**config.mk**
```make
export PLATFORM = sky130hd
export DESIGN_NAME = cook_sequencer
export DESIGN_NICKNAME = d
export VERILOG_FILES = /design/src/rtl/cook_sequencer.sv
export SDC_FILE = /design/constraint.sdc
export NUM_CORES = 1
export LEC_CHECK = 0
export CAP_MARGIN = 20
export CORE_MARGIN = 2
export CORE_UTILIZATION = 30
export CTS_CLUSTER_SIZE = 25
export DETAILED_ROUTE_END_ITERATION = 8
export PLACE_DENSITY_LB_ADDON = 0.12
export SYNTH_ARGS = -nofsm -noshare
export SYNTH_HDL_FRONTEND = slang
export SYNTH_SLANG_ARGS = --single-unit
```
**constraint.sdc**
```tcl
create_clock -name clk -period 6.35 [get_ports clk]
set_input_delay 1.27 -clock clk [delete_from_list [all_inputs] [get_ports clk]]
set_output_delay 1.27 -clock clk [all_outputs]
set_load 0.02 [all_outputs]
```
**src/rtl/cook_sequencer.sv**
```systemverilog
// Microwave cook-run sequencer: whole-second countdown, 10 s magnetron duty window, pause/done handling.
// Optional feature macro COOK_BEEP_EN adds a `beep` output held for 3 ticks after completion.
module cook_sequencer #(
  parameter int unsigned CLK_PER_SEC = 1000,
  parameter int unsigned TIME_W      = 10
) (
  input  logic              clk,
  input  logic              rst,
  input  logic              start_,
  input  logic              stop_,
  input  logic              clear_,
  input  logic              door_closed,
  input  logic              load,
  input  logic [TIME_W-1:0] load_secs,
  input  logic [3:0]        power,
  output logic              mag_on,
  output logic              timer_done,
  output logic [TIME_W-1:0] secs_left,
  output logic [1:0]        state
`ifdef COOK_BEEP_EN
  ,
  output logic              beep
`endif
);

  localparam int unsigned PRE_W = $clog2(CLK_PER_SEC);
  localparam logic [PRE_W-1:0] PRE_LAST = PRE_W'(CLK_PER_SEC - 1);

  typedef enum logic [1:0] {
    S_IDLE  = 2'd0,
    S_COOK  = 2'd1,
    S_PAUSE = 2'd2,
    S_DONE  = 2'd3
  } state_e;

  state_e            state_q, state_d;
  logic [TIME_W-1:0] secs_q, secs_d;
  logic [3:0]        power_q, power_d;
  logic [3:0]        win_q, win_d;
  logic [PRE_W-1:0]  pre_q, pre_d;
  logic              start_h_q, stop_h_q, clear_h_q;
  logic              mag_on_q, mag_on_d;
  logic              timer_done_q, timer_done_d;
`ifdef COOK_BEEP_EN
  logic [1:0]        beep_cnt_q, beep_cnt_d;
  logic              beep_q, beep_d;
`endif

  logic start_ev_c, stop_ev_c, clear_ev_c, key_ev_c, tick_c;

  // Falling-edge key events; history resets to 1 so a key held through reset is not an event
  assign start_ev_c = start_h_q & ~start_;
  assign stop_ev_c  = stop_h_q  & ~stop_;
  assign clear_ev_c = clear_h_q & ~clear_;
  assign key_ev_c   = start_ev_c | stop_ev_c | clear_ev_c;
  assign tick_c     = (pre_q == PRE_LAST);

  // State and datapath registers
  always_ff @(posedge clk or posedge rst) begin
    if (rst) begin
      state_q      <= S_IDLE;
      secs_q       <= '0;
      power_q      <= '0;
      win_q        <= '0;
      pre_q        <= '0;
      start_h_q    <= 1'b1;
      stop_h_q     <= 1'b1;
      clear_h_q    <= 1'b1;
      mag_on_q     <= 1'b0;
      timer_done_q <= 1'b0;
`ifdef COOK_BEEP_EN
      beep_cnt_q   <= '0;
      beep_q       <= 1'b0;
`endif
    end else begin
      state_q      <= state_d;
      secs_q       <= secs_d;
      power_q      <= power_d;
      win_q        <= win_d;
      pre_q        <= pre_d;
      start_h_q    <= start_;
      stop_h_q     <= stop_;
      clear_h_q    <= clear_;
      mag_on_q     <= mag_on_d;
      timer_done_q <= timer_done_d;
`ifdef COOK_BEEP_EN
      beep_cnt_q   <= beep_cnt_d;
      beep_q       <= beep_d;
`endif
    end
  end

  // Next state and datapath; a key event in the same cycle always suppresses load
  always_comb begin
    state_d = state_q;
    secs_d  = secs_q;
    power_d = power_q;
    win_d   = win_q;
    pre_d   = pre_q;
    unique case (state_q)
      S_IDLE: begin
        if (clear_ev_c) begin
          secs_d = '0;
          win_d  = '0;
          pre_d  = '0;
        end else if (start_ev_c && !stop_ev_c && (secs_q != '0) && door_closed) begin
          state_d = S_COOK;
          pre_d   = '0;
        end else if (load && !key_ev_c) begin
          secs_d  = load_secs;
          power_d = power;
          win_d   = '0;
        end
      end
      S_COOK: begin
        if (clear_ev_c) begin
          state_d = S_IDLE;
          secs_d  = '0;
          win_d   = '0;
          pre_d   = '0;
        end else if (stop_ev_c || !door_closed) begin
          state_d = S_PAUSE;
        end else if (tick_c) begin
          pre_d  = '0;
          secs_d = secs_q - TIME_W'(1);
          win_d  = (win_q == 4'd9) ? 4'd0 : win_q + 4'd1;
          if (secs_q == TIME_W'(1)) state_d = S_DONE;
        end else begin
          pre_d = pre_q + PRE_W'(1);
        end
      end
      S_PAUSE: begin
        if (clear_ev_c || stop_ev_c) begin
          state_d = S_IDLE;
          secs_d  = '0;
          win_d   = '0;
          pre_d   = '0;
        end else if (start_ev_c && door_closed) begin
          state_d = S_COOK;
        end
      end
      S_DONE: begin
        if (key_ev_c) begin
          state_d = S_IDLE;
          pre_d   = '0;
        end else if (load) begin
          state_d = S_IDLE;
          secs_d  = load_secs;
          power_d = power;
          win_d   = '0;
          pre_d   = '0;
        end
`ifdef COOK_BEEP_EN
        else begin
          pre_d = tick_c ? '0 : pre_q + PRE_W'(1);
        end
`endif
      end
    endcase
  end

`ifdef COOK_BEEP_EN
  // Beep tick budget: loaded on DONE entry, spent on DONE ticks
  always_comb begin
    beep_cnt_d = beep_cnt_q;
    if (state_d != S_DONE)                     beep_cnt_d = '0;
    else if (state_q != S_DONE)                beep_cnt_d = 2'd3;
    else if (tick_c && (beep_cnt_q != '0))     beep_cnt_d = beep_cnt_q - 2'd1;
  end
`endif

  // Registered outputs derived from the next state
  always_comb begin
    mag_on_d     = (state_d == S_COOK) && (win_d < power_d);
    timer_done_d = (state_d == S_DONE);
`ifdef COOK_BEEP_EN
    beep_d       = (state_d == S_DONE) && (beep_cnt_d != '0);
`endif
  end

  assign mag_on     = mag_on_q;
  assign timer_done = timer_done_q;
  assign secs_left  = secs_q;
  assign state      = state_q;
`ifdef COOK_BEEP_EN
  assign beep       = beep_q;
`endif

endmodule

```
# Word-level counts from Yosys, hierarchy flattened
# Cells that the tools add are included.
dict set report totals {
  memories 0
  wordCells 100
  ff_bits 35
  romBits 0
  ram_bits 0
  latch_bits 0
}
dict set report op_classes {
  reduce_logical 15
  div 0
  n_eq_ne 17
  n_bitwise 8
  order_cmp 1
  n_mux 46
  n_addsub 3
  mul 0
  shifts 0
}
# op count
set ops {}
lappend ops {{2-to-1 mux 10 bit} 16}
lappend ops {{one-hot mux 10 bit (4 select lines)} 2}
lappend ops {{2-to-1 mux 4 bit} 15}
lappend ops {{2-to-1 mux 2 bit} 10}
lappend ops {{inequality test 3 bit (second input constant)} 6}
lappend ops {{one-hot mux 4 bit (4 select lines)} 1}
lappend ops {{adder 10 x 1 -> 10 bit (second input constant)} 1}
lappend ops {{equality test 10 x 1 -> 1 bit (second input constant)} 1}
lappend ops {{equality test 10 bit (second input constant)} 1}
lappend ops {{nonzero test 10 bit} 1}
lappend ops {{subtractor 10 x 1 -> 10 bit (second input constant)} 1}
lappend ops {{one-hot mux 2 bit (4 select lines)} 1}
lappend ops {{one-hot mux 4 bit (2 select lines)} 1}
lappend ops {{AND reduction 7 bit} 1}
lappend ops {{equality test 2 bit (second input constant)} 3}
lappend ops {{logical AND 1 bit} 6}
lappend ops {{inequality test 2 bit (second input constant)} 3}
lappend ops {{adder 4 x 1 -> 4 bit (second input constant)} 1}
lappend ops {{equality test 2 x 1 -> 1 bit (second input constant)} 2}
lappend ops {{equality test 4 bit (second input constant)} 1}
lappend ops {{< comparator 4 bit} 1}
lappend ops {{AND reduction 4 bit} 1}
lappend ops {{bitwise AND 1 bit} 3}
lappend ops {{logical NOT 1 bit} 3}
lappend ops {{4 further kinds} 8}

# Depth between registers and ports, before layout
# Gate-level depths: netlist (run 1).
dict set report logic_depth {
  ltp_word 12
  depth_mapped 12
}

# Least setup slack after synthesis (run 1)
# No wires, ideal clock.
dict set report synth_timing {
  kind {in2reg}
  from {input clear_}
  to {register mag_on_q, in the netlist mag_on}
  t_arrival_ns 3.327
  n_path_buf 3
  path_slack_ns 2.955
  cell_stages 10
  setup_ns 0.068
  cell_sequence {nand2b_1 -> clkbuf_1 -> nand2_1 -> or2_2 -> clkbuf_1 -> clkbuf_1 -> o41ai_1 -> ha_1 -> a21oi_1 -> and4_1}
}
dict set report synth_between {
  elab_chain_cells 11
  word_cells_on_any_way 26
  classes_between {order compare (1); eq/ne (1); mux (17); bitwise (3); reduce/logical (4)}
}
# item line_no
set synth_rtl {}
lappend synth_rtl {{start: declaration} 11} ;# input logic clear_,
lappend synth_rtl {{NOT 1 bit *} 54} ;# assign clear_ev_c = clear_h_q & ~clear_;
lappend synth_rtl {{bitwise AND 1 bit *} 54}
lappend synth_rtl {{OR 1 bit} 55} ;# assign key_ev_c = start_ev_c | stop_ev_c | clear_ev_c;
lappend synth_rtl {{logical NOT 1 bit} 109} ;# end else if (load && !key_ev_c) begin
lappend synth_rtl {{logical AND 1 bit} 109}
lappend synth_rtl {{2-to-1 mux 4 bit} 109}
lappend synth_rtl {{2-to-1 mux 4 bit} 106} ;# end else if (start_ev_c && !stop_ev_c && (secs_q != '0) && door_closed) begin
lappend synth_rtl {{2-to-1 mux 4 bit} 102} ;# if (clear_ev_c) begin
lappend synth_rtl {{one-hot mux 4 bit (4 select lines) *} 100} ;# unique case (state_q)
lappend synth_rtl {{via win_d[3]} 39} ;# logic [3:0] win_q, win_d;
lappend synth_rtl {{< comparator 4 bit *} 174} ;# mag_on_d = (state_d == S_COOK) && (win_d < power_d);
lappend synth_rtl {{logical AND 1 bit *} 174}
lappend synth_rtl {{via mag_on_d} 42} ;# logic mag_on_q, mag_on_d;
lappend synth_rtl {{end signal: assignment} 84} ;# mag_on_q <= mag_on_d;
lappend synth_rtl {{end: declaration} 42}
# Mark *: on every way through the listed nets, which the timed path passes. The rest lies on a longest branch.
# A chain may end at the register's enable or synchronous reset.

# Final worst setup path (run 1)
# Same ends and word-level chain as after synthesis.

==> results of run 1 <==
[worst paths after layout]
check / start / endpoint / slack [ns] / cells past startpoint
setup / recovery: clear_ / mag_on$_DFF_PP0_ / 2.64 / 8
max in group asynchronous: rst / stop_h_q$_DFF_PP1_ / 4.60 / 3
hold reg to reg: power_q[3]$_DFF_PP0_ / power_q[3]$_DFF_PP0_ / 0.50 / 2
hold / removal: power_q[3]$_DFF_PP0_ / power_q[3]$_DFF_PP0_ / 0.50 / 2
setup reg to reg: state[0]$_DFF_PP0_ / mag_on$_DFF_PP0_ / 3.18 / 11
min in group asynchronous: rst / secs_left[5]$_DFFE_PP0P_ / 1.39 / 3
[cell usage in the layout, fill, tap and decap left out, types with 4 or more instances in the layout]
cell type,Yosys,final
sky130_fd_sc_hd__a21oi_1,14,14
sky130_fd_sc_hd__a22oi_1,7,7
sky130_fd_sc_hd__a31oi_1,4,4
sky130_fd_sc_hd__and2_1,4,4
sky130_fd_sc_hd__clkbuf_8,0,6
sky130_fd_sc_hd__clkdlybuf4s50_1,0,34
sky130_fd_sc_hd__dfrtp_1,32,32
sky130_fd_sc_hd__ha_1,12,12
sky130_fd_sc_hd__inv_1,14,14
sky130_fd_sc_hd__nand2_1,8,8
sky130_fd_sc_hd__nand2b_1,4,4
sky130_fd_sc_hd__nand3_1,10,10
sky130_fd_sc_hd__nand4_1,10,10
sky130_fd_sc_hd__nor2_1,20,20
sky130_fd_sc_hd__nor3_1,7,7
sky130_fd_sc_hd__o21ai_0,25,25
sky130_fd_sc_hd__xor2_1,6,6
[power by group]
part / internal, mW / total, mW / switching, mW
sequential: 0.279 / 0.332 / 0.0530
combinational: 0.224 / 0.561 / 0.338
clock: 0.0876 / 0.170 / 0.0822
total: 0.590 / 1.06 / 0.473
[Yosys cell counts, types with 4 or more instances]
cell type                   n
sky130_fd_sc_hd__dfrtp_1   32
sky130_fd_sc_hd__o21ai_0   25
sky130_fd_sc_hd__nor2_1    20
sky130_fd_sc_hd__a21oi_1   14
sky130_fd_sc_hd__inv_1     14
sky130_fd_sc_hd__ha_1      12
sky130_fd_sc_hd__nand3_1   10
sky130_fd_sc_hd__nand4_1   10
sky130_fd_sc_hd__clkbuf_1   9
sky130_fd_sc_hd__nand2_1    8
sky130_fd_sc_hd__a22oi_1    7
sky130_fd_sc_hd__nor3_1     7
sky130_fd_sc_hd__xor2_1     6
sky130_fd_sc_hd__a31oi_1    4
sky130_fd_sc_hd__and2_1     4
sky130_fd_sc_hd__nand2b_1   4
[critical path: cells and delay by family]
| kind | cells | cell delay, ns |
|---|---|---|
| AND/OR/NAND/NOR | 4 | 1.10 |
| adder cells (fa/ha/maj) | 1 | 0.35 |
| AO/OA/AOI/OAI | 2 | 0.69 |
| buffers and inverters | 1 | 0.51 |
[final cells by class]
class | instances | area share, %
clock buffers | 7 | 3.27
clock inverters | 1 | 0.189
inverters | 14 | 1.99
multi-input cells | 176 | 43.2
flip-flops and latches | 35 | 33.3
well taps | 96 | 4.55
repair buffers | 36 | 13.5
[stage by stage]
stage / instance area, µm² / total power, mW / hold WS [ns] / worst slack (ns)
CTS: 2640 / 1.08 / 0.503 / 2.68
global placement: 2550 / 0.898 / 0.491 / 2.39
global route: 2640 / 1.16 / 0.543 / 2.48
finish: 2640 / 1.06 / 0.497 / 2.64
floorplan: 2120 / 0.709 / 0.457 / 2.96
detailed placement: 2550 / 0.899 / 0.482 / 2.37
[kinds of logic (layout without fill, tap and decap cells)]
kind of cell	Yosys count	in the layout	synth area share, %
mux	3	3	1.48
buf+inv	25	58	4.55
simple gates	87	87	22.8
fa+ha+maj	12	12	7.09
compound gates	68	68	20.1
xor+xnor	6	6	2.48
flops	35	35	41.5
[sequential cells by signal, indices dropped and copies added (netlist names)]
name	flops
start_h_q	1
pre_q	10
secs_left	10
power_q	4
mag_on	1
win_q	4
clear_h_q	1
state	2
timer_done	1
stop_h_q	1
[layer usage]
layer  vias up  track usage (%)  part of all wire, %
met5         -                0                    0
met4         0             5.23                  1.6
met3         8             3.49                  5.2
met2        54             24.3                   45
met1       902             20.5                   48
li1        934                -                    -
==> summary.txt, run 1 <==
====================================================================================
Outcome ...............................................................    completed
Seq cells post-synth ..................................................           35
Number of primary I/O pins ............................................           35
Max-Slew Margin vs Limit ..............................................        26.1%
Number of H-tree levels ...............................................            2
All-layer global routing usage ........................................        15.3%
Buffers inserted during post-CTS setup optimization ...................            0
TritonCTS Buffers .....................................................            5
Buffer cell driving the clock tree root ............................... sky130_fd_sc_hd__clkbuf_8
Number of cells upsized or downsized after cts ........................            0
Highest attainable clock frequency ....................................    0.270 GHz
Worst-Margin Slew .....................................................      1.10 ns
Static power due to leakage ...........................................      1.14 nW
Max incr delay on CP ..................................................      0.57 ns
Synth cell types ......................................................           46
Final Instance Count excl. Fillers ....................................          365
Die W .................................................................      88.0 µm
Placed wire-length estimate ...........................................      3.99 mm
Final setup violation count ...........................................            0
Class of the tightest hold or removal check ........................... register to register
Post-route clock period utilization ...................................        58.4%
Iteration-0 DRC Markers ...............................................           75
Initial Utilization ...................................................        31.0%
Min Clock Period, post-route ..........................................      3.71 ns
Antenna fix cells .....................................................            0
Layout-stage area growth over the synthesis result ....................        24.7%
Mean routed wirelength per cell .......................................      15.2 µm
Largest voltage drop on the vdd net ...................................       200 µV
DRC viols .............................................................            0
Number of hold-repair buffers added at the cts stage ..................            0
Antenna violations before repair ......................................            0
Final hold violation count ............................................            0
Footprint of the flip-flops and latches ...............................      880 µm²
Global-route wire length before repair ................................      9.22 mm
Count of pins over their slew limit ...................................            0
Number of synthesized flops with an enable pin ........................            0
Top post-synthesis cells by area ...................................... sky130_fd_sc_hd__dfrtp_1, sky130_fd_sc_hd__ha_1, sky130_fd_sc_hd__o21ai_0
Post-synthesis async set-or-reset flop share ..........................         100%
Endpoint type of the worst setup path .................................     register
Slowest cell on crit path ............................................. sky130_fd_sc_hd__o41ai_1
Die Outline Area ......................................................  0.00775 mm²
Die H .................................................................      88.0 µm
RSZ-0062 raised after global routing ..................................        false
Clock slew seen by the registers of the worst setup and hold paths ....      0.07 ns
Fraction of final layout cells with drive strength greater than 1 .....        5.58%
Routed Antenna Nets ...................................................            0
Critical setup path kind .............................................. input pin to register
Via density per instance ..............................................         5.20
Total length of routed wires ..........................................      5.54 mm
Critical path peak fanout .............................................           17
Number of fill cells ..................................................          732
Global-route congestion overflow total ................................            0
CTS tree ..............................................................         done
Final net count .......................................................          301
Cell taking the most area after synthesis ............................. sky130_fd_sc_hd__dfrtp_1
Gate count after technology mapping ...................................          236
Multi-input gate area in the final layout .............................  0.00114 mm²
Final clock skew ......................................................   0.00917 ns
Port buffer count .....................................................           34
Cell area after technology mapping ....................................  0.00212 mm²
First-pass iteration count of the detailed router .....................            4
Post-synthesis area per instance ......................................     8.98 µm²
Number of warning messages in the yosys log ...........................            0
Largest net degree at the start of global routing .....................           36
Proportion of netlist area held by the largest area contributor .......        37.8%
Weighted congestion at the end of routability-driven global placement .        0.802
Flip-flop cell with the highest count after synthesis ................. sky130_fd_sc_hd__dfrtp_1
CTS max path bufs .....................................................            2
Crit-path cells ....................................................... clkdlybuf4s50_1 -> nand2b_1 -> nand2_1 -> or2_2 -> o41ai_1 -> ha_1 -> a21oi_1 -> and4_1
Standard cell core area ...............................................  0.00683 mm²
Clock latency of the later-clocked register in the worst-skew pair ....      0.29 ns
Power density cells ...................................................   402 mW/mm²
Share of the core filled with cells in the final layout ...............        38.7%
Routed via count ......................................................         1898
Worst setup SP type ...................................................    input pin
Standard-cell rows ....................................................           30
Synthesized Nets ......................................................          269
Placed Cells incl. Taps ...............................................          357
Vias in the first global route ........................................         1786
Required time reported for the critical path endpoint .................      6.57 ns
Sequential-to-total area share from yosys stat ........................        41.5%
Arrival time worst endpoint ...........................................      3.93 ns
Clock sink total ......................................................           35
Number of maximum-capacitance violations ..............................            0
Final setup TNS .......................................................         0 ns
====================================================================================
Note: power is estimated with default switching activity, not from simulation.
==> run 2, diff against run 1 <==
Clock period 6.35 ns to 3.2 ns, I/O delays scaled along.
==> summary.txt, run 2 (synthesized netlist as in run 1, its figures left out) <==
=====================================================================================
Footprint of the flip-flops and latches ................................      880 µm²   unchanged
Net switching fraction of the power ....................................        43.4%   -1.0 points
Outcome ................................................................    completed
Mean routed wirelength per cell ........................................      14.2 µm   -6.4%
Die H ..................................................................      88.0 µm   unchanged
Clock share of power ...................................................        15.3%   -0.7 points
Clock latency of the later-clocked register in the worst-skew pair .....      0.29 ns   about the same
Most frequent standard cell in the layout excluding fill and tap cells . sky130_fd_sc_hd__clkdlybuf4s50_1
Class of the tightest hold or removal check ............................ register to register
Buffer cell driving the clock tree root ................................ sky130_fd_sc_hd__clkbuf_8
Static power due to leakage ............................................      1.19 nW   +4.6%
All-layer global routing usage .........................................        15.3%   about the same
Standard cell core area ................................................  0.00683 mm²   unchanged
Power Internal .........................................................      1.23 mW   +110%
Fraction of final layout cells with drive strength greater than 1 ......        9.29%   +3.7 points
DRC viols ..............................................................            0   unchanged
Routed Antenna Nets ....................................................            0   unchanged
Global-route congestion overflow total .................................            0   unchanged
RSZ-0062 raised after global routing ...................................        false
Via density per instance ...............................................         5.09   -2.1%
Critical setup path kind ............................................... register to register
Total length of routed wires ...........................................      5.35 mm   -3.5%
Final setup violation count ............................................            0   unchanged
Slowest cell on crit path .............................................. sky130_fd_sc_hd__or4b_1
Share of the core filled with cells in the final layout ................        39.9%   +1.2 points
Number of maximum-capacitance violations ...............................            0   unchanged
Weighted congestion at the end of routability-driven global placement ..        0.808   +0.71%
Crit-path cells ........................................................ inv_1 -> ha_1 -> or3b_1 -> o41a_1 -> a22o_1 -> or4b_1 -> and3_1 -> o2111ai_1 -> and4_1
Number of primary I/O pins .............................................           35   unchanged
Highest attainable clock frequency .....................................    0.327 GHz
Routed via count .......................................................         1915   +0.90%
Worst-Margin Slew ......................................................     0.540 ns   -0.564 ns
Global-route wire length before repair .................................      9.32 mm   +1.1%
Placed wire-length estimate ............................................      3.97 mm   -0.54%
Final hold violation count .............................................            0   unchanged
Port buffer count ......................................................           34   unchanged
Standard-cell rows .....................................................           30   unchanged
Endpoint type of the worst setup path ..................................     register
Buffers inserted during post-CTS setup optimization ....................            0   unchanged
Required time reported for the critical path endpoint ..................      3.42 ns   -3.15 ns
Sequential group share of total power ..................................        30.6%   -0.6 points
Number of hold-repair buffers added at the cts stage ...................            0   unchanged
Most frequent cells in the layout ...................................... sky130_fd_sc_hd__clkdlybuf4s50_1, sky130_fd_sc_hd__dfrtp_1, sky130_fd_sc_hd__o21ai_0, sky130_fd_sc_hd__nor2_1
Number of H-tree levels ................................................            2   unchanged
Kind of cell adding the most delay to the critical path ................ simple AND/OR/NAND/NOR gates
Worst path bufs/invs ...................................................            1   unchanged
Post-route clock period utilization ....................................        95.4%
Worst setup SP type ....................................................     register
Antenna violations before repair .......................................            0   unchanged
Initial Utilization ....................................................        31.0%   unchanged
CTS tree ...............................................................         done
Iteration-0 DRC Markers ................................................           65   -13%
Arrival time worst endpoint ............................................      3.27 ns   -0.66 ns
Min Clock Period, post-route ...........................................      3.05 ns
TritonCTS Buffers ......................................................            5   unchanged
Number of fill cells ...................................................          716   -2.2%
Power density cells ....................................................   797 mW/mm²   +98%
Largest net degree at the start of global routing ......................           36   unchanged
Total net switching power ..............................................     0.943 mW   +100%
Multi-input gate area in the final layout ..............................  0.00114 mm²   unchanged
Final setup TNS ........................................................         0 ns   unchanged
Max incr delay on CP ...................................................      0.49 ns   -0.08 ns
Layout-stage area growth over the synthesis result .....................        28.6%
Die W ..................................................................      88.0 µm   unchanged
Final clock skew .......................................................    0.0101 ns   +0.000894 ns
Count of pins over their slew limit ....................................            0   unchanged
Max-Slew Margin vs Limit ...............................................        63.6%   +37 points
Clock sink total .......................................................           35   unchanged
Vias in the first global route .........................................         1898   +6.3%
Clock slew seen by the registers of the worst setup and hold paths .....      0.07 ns   about the same
CTS max path bufs ......................................................            2   unchanged
Largest voltage drop on the vdd net ....................................       376 µV   +88%
First-pass iteration count of the detailed router ......................            4   unchanged
Final net count ........................................................          312   +3.7%
Hold WS ................................................................     0.496 ns   -0.00114 ns
Antenna fix cells ......................................................            0   unchanged
Die Outline Area .......................................................  0.00775 mm²   unchanged
Critical path peak fanout ..............................................            5   -12
Number of cells upsized or downsized after cts .........................            0   unchanged
Combinational Power Share ..............................................        54.2%   +1.4 points
=====================================================================================
run 2: cell types whose count changed in the layout (fill, tap and decap cells not counted):
cell	previous run	this run
sky130_fd_sc_hd__buf_4	2	13
run 2: area by class of cell:
type	instances	share of cell area, %
inverter	14	1.93
timing repair buffer	47	16.1
tap	96	4.41
clock buffer	7	3.17
sequential	35	32.3
multi-input combinational	176	41.9
clock inverter	1	0.184
run 2: power by group through the flow:
stage               Sequential, mW  Clock, mW  Combinational [mW]
global route                 0.681      0.369                1.32
CTS                          0.661      0.349                1.19
floorplan                    0.722          0               0.685
detailed placement           0.669          0                1.18
global placement             0.672          0                1.19
finish                       0.664      0.331                1.18
run 2: worst min-delay path, delay by kind of cell (launching register included):
| kind | cells | cell delay, ns |
|---|---|---|
| AO/OA/AOI/OAI | 1 | 0.08 |
| buffers and inverters | 1 | 0.06 |
| flip-flops | 1 | 0.32 |
run 2: routing by layer:
layer | vias to the layer above | track usage, % | routed length, µm
met4 | 0 | 4.41 | 62
met1 | 906 | 20.7 | 2650
met2 | 49 | 24.4 | 2340
met5 | - | 0 | 0
li1 | 954 | - | -
met3 | 6 | 3.58 | 290
run 2: worst paths after layout:
kind                                                from                   end  slack (ns)  depth (start not counted)
max in group asynchronous                            rst    stop_h_q$_DFF_PP1_        2.10                          3
worst min-delay path                power_q[3]$_DFF_PP0_  power_q[3]$_DFF_PP0_        0.50                          2
worst min register to register      power_q[3]$_DFF_PP0_  power_q[3]$_DFF_PP0_        0.50                          2
worst max register to register  secs_left[0]$_DFFE_PP0P_      mag_on$_DFF_PP0_        0.15                          9
min in group asynchronous                            rst  pre_q[9]$_DFFE_PP0P_        0.75                          3
worst max-delay path            secs_left[0]$_DFFE_PP0P_      mag_on$_DFF_PP0_        0.15                          9
run 2: through the flow:
step / area, µm² / total power [mW] / cells / setup WS [ns]
after global placement: 2630 / 1.86 / 368 / 0.168
after CTS: 2720 / 2.20 / 376 / 0.171
after global routing: 2720 / 2.37 / 376 / 0.00416
after detailed placement: 2630 / 1.85 / 368 / 0.156
after floorplan: 2120 / 1.41 / 236 / 0.369
final: 2720 / 2.17 / 376 / 0.146
